**src/rtl/icb_resp_stub.sv**
```systemverilog
// icb_resp_stub: ICB slave backed by a scratch register file, returning
// responses strictly in order after a programmable minimum latency.
module icb_resp_stub #(
  parameter int AW = 32,
  parameter int DW = 32,
  parameter int DEPTH = 4,
  parameter int LAT = 1,
  parameter int NWORDS = 8,
  parameter logic [DW-1:0] ERR_RDATA = 32'hDEAD_BEEF
) (
  input  logic clk,
  input  logic rst_n,
  input  logic icb_cmd_valid,
  output logic icb_cmd_ready,
  input  logic [AW-1:0] icb_cmd_addr,
  input  logic icb_cmd_read,
  input  logic [DW-1:0] icb_cmd_wdata,
  input  logic [DW/8-1:0] icb_cmd_wmask,
  output logic icb_rsp_valid,
  input  logic icb_rsp_ready,
  output logic icb_rsp_err,
  output logic [DW-1:0] icb_rsp_rdata,
  output logic [$clog2(DEPTH):0] outstanding
);

  localparam int NB = DW / 8;
  localparam int OFF = $clog2(NB);
  localparam int IW = $clog2(NWORDS);
  localparam int PW = $clog2(DEPTH);
  localparam int CW = (LAT > 1) ? $clog2(LAT) : 1;
  localparam int LIM = OFF + IW;
  localparam logic [CW-1:0] CNT_INIT = CW'(LAT - 1);

  logic [DW-1:0] mem_q [NWORDS];
  logic [DW-1:0] mem_d [NWORDS];
  logic [DW-1:0] rdata_q [DEPTH];
  logic [DW-1:0] rdata_d [DEPTH];
  logic err_q [DEPTH];
  logic err_d [DEPTH];
  logic [CW-1:0] cnt_q [DEPTH];
  logic [CW-1:0] cnt_d [DEPTH];
  logic [PW-1:0] wptr_q, wptr_d;
  logic [PW-1:0] rptr_q, rptr_d;
  logic [PW:0] out_q, out_d;

  logic full;
  logic empty;
  logic rsp_valid;
  logic pop;
  logic push;
  logic in_range;
  logic [IW-1:0] widx;

  assign empty = (out_q == '0);
  assign full = (out_q == (PW+1)'(DEPTH));
  assign rsp_valid = !empty && (cnt_q[rptr_q] == '0);
  assign pop = rsp_valid && icb_rsp_ready;
  // A full FIFO still accepts when the head leaves in the same cycle.
  assign icb_cmd_ready = rst_n && (!full || pop);
  assign push = icb_cmd_valid && icb_cmd_ready;

  assign widx = icb_cmd_addr[OFF +: IW];
  assign in_range = ((icb_cmd_addr >> LIM) == '0);

  assign icb_rsp_valid = rsp_valid;
  assign icb_rsp_err = rsp_valid & err_q[rptr_q];
  assign icb_rsp_rdata = rsp_valid ? rdata_q[rptr_q] : '0;
  assign outstanding = out_q;

  always_comb begin
    mem_d = mem_q;
    rdata_d = rdata_q;
    err_d = err_q;
    wptr_d = wptr_q;
    rptr_d = rptr_q;
    out_d = out_q;
    for (int i = 0; i < DEPTH; i++) begin
      cnt_d[i] = (cnt_q[i] != '0) ? cnt_q[i] - CW'(1) : cnt_q[i];
    end
    if (pop) begin
      rptr_d = rptr_q + PW'(1);
    end
    if (push) begin
      wptr_d = wptr_q + PW'(1);
      cnt_d[wptr_q] = CNT_INIT;
      err_d[wptr_q] = !in_range;
      if (!in_range) begin
        rdata_d[wptr_q] = ERR_RDATA;
      end else if (icb_cmd_read) begin
        rdata_d[wptr_q] = mem_q[widx];
      end else begin
        rdata_d[wptr_q] = '0;
        for (int b = 0; b < NB; b++) begin
          if (icb_cmd_wmask[b]) begin
            mem_d[widx][8*b +: 8] = icb_cmd_wdata[8*b +: 8];
          end
        end
      end
    end
    case ({push, pop})
      2'b10: out_d = out_q + (PW+1)'(1);
      2'b01: out_d = out_q - (PW+1)'(1);
      default: out_d = out_q;
    endcase
  end

  always_ff @(posedge clk) begin
    if (!rst_n) begin
      wptr_q <= '0;
      rptr_q <= '0;
      out_q <= '0;
      for (int i = 0; i < NWORDS; i++) begin
        mem_q[i] <= '0;
      end
      for (int i = 0; i < DEPTH; i++) begin
        rdata_q[i] <= '0;
        err_q[i] <= 1'b0;
        cnt_q[i] <= '0;
      end
    end else begin
      wptr_q <= wptr_d;
      rptr_q <= rptr_d;
      out_q <= out_d;
      for (int i = 0; i < NWORDS; i++) begin
        mem_q[i] <= mem_d[i];
      end
      for (int i = 0; i < DEPTH; i++) begin
        rdata_q[i] <= rdata_d[i];
        err_q[i] <= err_d[i];
        cnt_q[i] <= cnt_d[i];
      end
    end
  end

endmodule

```
**config.mk**
```make
export PLATFORM = sky130hd
export DESIGN_NAME = icb_resp_stub
export DESIGN_NICKNAME = d
export VERILOG_FILES = /design/src/rtl/icb_resp_stub.sv
export SDC_FILE = /design/constraint.sdc
export NUM_CORES = 1
export LEC_CHECK = 0
export ABC_CLOCK_PERIOD_IN_PS = 2120
export BUFFER_PORTS_ARGS = -buffer_cell sky130_fd_sc_hd__clkbuf_2
export CORE_MARGIN = 5
export CORE_UTILIZATION = 45
export CTS_CLUSTER_SIZE = 40
export DETAILED_ROUTE_END_ITERATION = 10
export PLACE_DENSITY = 0.76
export SETUP_SLACK_MARGIN = 0.15
export SYNTH_ARGS = -nofsm -noshare
export SYNTH_HDL_FRONTEND = slang
export SYNTH_SLANG_ARGS = --single-unit
export TNS_END_PERCENT = 20
```
**constraint.sdc**
```tcl
create_clock -name clk -period 2.12 [get_ports clk]
set_input_delay 0.106 -clock clk [delete_from_list [all_inputs] [get_ports clk]]
set_output_delay 0.106 -clock clk [all_outputs]
set_load 0.05 [all_outputs]
```
# After elaboration in Yosys (flattened, before gate mapping)
# Memories as Yosys holds them, arrays and structs flattened. A register that Yosys moved wholly into a read port is not among the register bits.
# Cells that the tools add are included.
dict set report op_classes {
  add_sub_neg 8
  n_lt_le_gt_ge 5
  n_eq_ne 3
  muxes 57
  n_bitwise 17
  reduce_logical 14
}
# cell count
set op_table {}
lappend op_table {{2-to-1 mux 256 bit} 13}
lappend op_table {{bitwise mux 256 bit} 4}
lappend op_table {{demux 32 bit (select 3 bit)} 4}
lappend op_table {{2-to-1 mux 128 bit} 2}
lappend op_table {{2-to-1 mux 32 bit} 7}
lappend op_table {{AND 128 bit} 1}
lappend op_table {{bitwise mux 128 bit} 1}
lappend op_table {{inverter 128 bit} 1}
lappend op_table {{binary-select mux 32 bit (select 3 bit)} 1}
lappend op_table {{OR 96 bit} 1}
lappend op_table {{binary-select mux 32 bit (select 2 bit)} 1}
lappend op_table {{demux 32 bit (select 2 bit)} 1}
lappend op_table {{AND 32 bit} 1}
lappend op_table {{logical NOT 32 bit} 1}
lappend op_table {{inverter 32 bit} 1}
lappend op_table {{2-to-1 mux 24 bit} 1}
lappend op_table {{2-to-1 mux 16 bit} 1}
lappend op_table {{2-to-1 mux 1 bit} 13}
lappend op_table {{2-to-1 mux 8 bit} 1}
lappend op_table {{>= comparator 3 bit (second input constant)} 2}
lappend op_table {{logical AND 1 bit} 6}
lappend op_table {{inverter 2 -> 3 bit} 2}
lappend op_table {{case mux 3 bit (2 select lines)} 1}
lappend op_table {{adder 2 x 1 -> 2 bit (second input constant)} 2}
lappend op_table {{other kinds (25)} 35}
dict set report totals {
  ff_bits 395
  ram_bits 4
  in_bits 73
  output_inout_bits 38
  n_memories 1
}
# memory depth width rd rd_ports_with_merged_regs write_ports line_no
set memory_table {}
lappend memory_table {cnt_q 4 1 5 1 4 40} ;# logic [CW-1:0] cnt_q [DEPTH];

# Logic depth before layout (Yosys ltp)
dict set report depth {
  depth_word 22
  depth_mapped 9
}

# Worst setup path before layout
# OpenSTA, ideal clock, no wires.
dict set report synth_timing {
  kind {reg2reg}
  from {register out_q[0] (netlist: outstanding[0])}
  to {register out_q[2] (netlist: outstanding[2])}
  arrival_ns 2.468
  setup_slack_ns -0.422
  path_stages_with_launch 9
  synth_period_minus_slack_ns 2.542
  path_cell_list {dfxtp_1 nor2_1 nand2_2 o21ai_1 ha_1 fa_1 xnor2_1 or3_1 a21oi_1}
}
dict set report synth_between {
  elab_chain_cells 9
  word_cells_on_any_way 15
  classes_between {2 x add/sub; 3 x eq/ne; 1 x mux; 9 x reduce/logical}
}
# item line_no
set synth_rtl {}
lappend synth_rtl {{start: declaration} 44} ;# logic [PW:0] out_q, out_d;
lappend synth_rtl {{start signal: assignment} 123} ;# out_q <= out_d;
lappend synth_rtl {{logical NOT 3 bit} 54} ;# assign empty = (out_q == '0);
lappend synth_rtl {{logical NOT 1 bit} 56} ;# assign rsp_valid = !empty && (cnt_q[rptr_q] == '0);
lappend synth_rtl {{logical AND 1 bit} 56}
lappend synth_rtl {{logical AND 1 bit} 57} ;# assign pop = rsp_valid && icb_rsp_ready;
lappend synth_rtl {{logical OR 1 bit} 59} ;# assign icb_cmd_ready = rst_n && (!full || pop);
lappend synth_rtl {{logical AND 1 bit} 59}
lappend synth_rtl {{logical AND 1 bit} 60} ;# assign push = icb_cmd_valid && icb_cmd_ready;
lappend synth_rtl {{equality test 2 x 1 -> 1 bit / equality test 2 bit (equally long branches)} 100} ;# case ({push, pop})
lappend synth_rtl {{case mux 3 bit (2 select lines) / nonzero test 2 bit (equally long branches)} n/a}
# Parallel ways exist; a longest one is shown, timed or not.
# A chain may end at the register's enable or synchronous reset.

# Worst setup path in the final report
dict set report layout_timing {
  from {register rptr_q[1]}
  to {output icb_rsp_rdata[25]}
}
dict set report layout_between {
  elab_chain_cells 5
}
# item line_no
set layout_rtl {}
lappend layout_rtl {{start: declaration} 43} ;# logic [PW-1:0] rptr_q, rptr_d;
lappend layout_rtl {{start signal: assignment} 122} ;# rptr_q <= rptr_d;
lappend layout_rtl {{inverter 2 -> 3 bit (not written as such)} 67} ;# assign icb_rsp_rdata = rsp_valid ? rdata_q[rptr_q] : '0;
lappend layout_rtl {{binary-select mux 32 bit (select 2 bit)} 67}
lappend layout_rtl {{2-to-1 mux 32 bit (not written as such) (2 in a row)} 67}
lappend layout_rtl {{2-to-1 mux 32 bit} 67}
lappend layout_rtl {{end: declaration} 22} ;# output logic [DW-1:0] icb_rsp_rdata,
# Every way passes these cells. The select of a mux whose other input is x is not followed.

==> results.toml <==
[layout]
post-route-util = 0.5715
final_common_cell = "nand2_1"
multi_input_area_um2 = 9874
drive_gt1_frac = 0.2681
fillers = 3270
syn2layout_area_growth_pct = 25.00
regArea_um2 = 8028
num-nets-final = 2120
final_cell_mix = "nand2_1 (440), dfxtp_1 (394), mux2i_1 (261)"

[drt]
drtIter0Drc = 1706
vias = 15075
avgRoutedWirePerCell_um = 20.26
top_layer = "met4"
wl_met1_um = 21430
totalWireLength_um = 52600
drt-pass1-iter-count = 6
vias_per_cell = 5.807
drc = 0
wl_met3_um = 4293
ant_nets = 0
wl_met2_um = 25550

[timing]
tightest_slew_ns = 1.187
layout_setup_ws_ns = -0.09070
setup-violations-final = 14
clock_skew_ns = 0.01662
final_max_slew_viol_count = 0
rsz0062_at_grt = "yes"
tns_ns = -0.6968
hold_violations = 0
clock.fmax_mhz = 452.3
min_period_ns = 2.211
whs_ns = 0.009882
fin_crit_sh = 1.043
slew_headroom = 0.2089

[logic_synthesis]
synth_top_area_cell = "dfxtp_1"
ys_warn_count = 0
ys_ff_latch = 400
async_reset_ff_frac = 0
synth.area.top_cells = "dfxtp_1 (44%), mux2i_1 (15%), nand2_1 (9.1%)"
synth-main-ff-cell = "dfxtp_1"
synth_area_um2 = 18290
avgSynthCellArea_um2 = 9.807
ys_seq_area_frac = 0.4378
synth_cells = 1865
ys_types = 62
synth_edf_count = 0
synth_top_cell_area_share = 0.4378

[worst_hold_path]
hp-class = "in -> reg"

[status]
status = "finished with violations"
violations = "negative setup slack"

[placement]
routabilityCongestion = 0.8427
hpwl_um = 34250
pre_cts_ws_ns = -0.1858
io_buffers = 108

[grt]
antenna_found_initial = 0
grtUsageTotal = 0.2275
grt_max_degree = 151
grt_pass1_wl_um = 82640
grt_pass1_vias = 15235
overflow = 0

[worst_setup_path]
worstPathArrival_ns = 2.10
critical_path.cell_chain = "buf_12 -> buf_12 -> mux4_2 -> and2_4 -> clkbuf_16"
critical_path_required_ns = 2.01
cpPeakStageDelay_ns = 0.55
timing.critical_path.buf_inv = 3
cp_top_family = "multiplexers"
slowest_stage = "mux4_2"
crit_path_frequent_cell = "buf_12"
cp_max_fo = 7
endpoint_kind = "primary output"
cp-start-kind = "flip-flop"
crit_type = "reg -> out"

[clocking]
clock_latency_ns = 0.54
cts_tree = "built"
clk_pin_slew_ns = 0.06
cts_max_path_buffers = 3
cts_buffers = 42
cts_max_level = 2
clock-sinks = 400
cts_root_buffer = "clkbuf_16"

[power]
power_mw = 16.66
leakagePower_nw = 8.041
p_sw_frac = 0.2419
combinationalPowerShare = 0.097
ir_drop_v = 0.0006814
power.density_nw_per_um2 = 728.6
power.share.clock = 0.442
p_int_mw = 12.63
p_sw_mw = 4.030
sequentialPowerShare = 0.461

[die]
fp.dieH_um = 211.6
row_count = 73
die_w_um = 211.6
core_um2 = 40010
dieArea_um2 = 44780
initial_core_util = 0.4572
ioPinCount = 111

[flow_run]
max_cap_viol_count = 0
==> what timing repair did <==
| item | 4_1_cts | 5_1_grt |
|---|---|---|
| gates resized for setup | 83 | 86 |
| gates cloned | 1 | 1 |
| endpoints found under the setup margin | 157 | 403 |
| buffers inserted | 5 | 0 |
| hold endpoints to repair | 26 | 0 |
| pin swaps | 54 | 81 |
| hold buffers | 6 | 0 |
==> per-stage QoR <==
stage / instances / area, µm²
floorplan: 1867 / 18360
global placement: 2509 / 20660
detailed placement: 2509 / 20660
CTS: 2594 / 22530
global route: 2595 / 22860
finish: 2596 / 22860
==> flip-flops by register name (all words and copies together) (netlist names), named ones only <==
register	flops
rptr_q	2
rdata_q	128
wptr_q	2
err_q	4
mem_q	256
outstanding	3
cnt_q	3
==> Yosys cell counts (27+ instances only) <==
cell type / count
a21oi_1: 104
and2_1: 42
dfxtp_1: 400
nand2_1: 441
o21ai_0: 113
nor2_1: 31
mux2_2: 45
a22oi_1: 27
nor2_4: 30
mux2i_1: 268
mux4_2: 47
clkbuf_1: 82
==> layout make-up <==
cell class                      instances  area share
Sequential cell                       400      0.3511
Timing Repair Buffer                  265      0.1266
Multi-Input combinational cell       1324      0.4319
Tap cell                              525     0.02873
Clock inverter                         10    0.005856
Clock buffer                           63     0.05429
Antenna cell                            1   0.0001095
Inverter                                8    0.001313
==> metal layers <==
| layer | track usage | vias to the layer above |
|---|---|---|
| met5 | 0 | - |
| met4 | 0.07308 | 0 |
| met3 | 0.05009 | 125 |
| met2 | 0.3819 | 624 |
| met1 | 0.2929 | 7387 |
| li1 | - | 6939 |
==> logic make-up (layout without fill, tap and decap cells) <==
kind of cell	count (synthesis)	count (layout)	synth area share
compound gates	353	353	0.1257
xor+xnor	5	5	0.002395
fa+ha+maj	6	6	0.004515
buf+inv	143	346	0.04392
flops	400	400	0.4378
mux	360	360	0.2322
other cells	1	4	0.0002050
simple gates	597	597	0.1532
==> power by group through the flow <==
stage	sequential, mW	clock, mW	combinational (mW)
global route	7.68	7.78	1.71
CTS	7.68	7.46	1.55
floorplan	7.85	0	0.895
detailed placement	7.84	0	1.45
finish	7.68	7.37	1.61
global placement	7.83	0	1.42
==> worst reg2reg max path, stage by stage (launching register included) <==
cell	delay [ns]
dfxtp_4	0.34
or3_1	0.36
o211a_1	0.18
and2_4	0.17
ha_4	0.16
fa_2	0.33
xnor2_1	0.14
or3_1	0.31
a21oi_1	0.13
==> worst paths after layout <==
path,startpoint,depth (start not counted),endpoint,slack [ns]
max,rptr_q[1],5,icb_rsp_rdata[25],-0.09
min,icb_cmd_wdata[21],3,mem_q[245],0.01
max reg2reg,outstanding[1],8,outstanding[2],-0.07
min reg2reg,mem_q[111],2,mem_q[111],0.45
No activity file was read; power rests on OpenSTA's default activity.
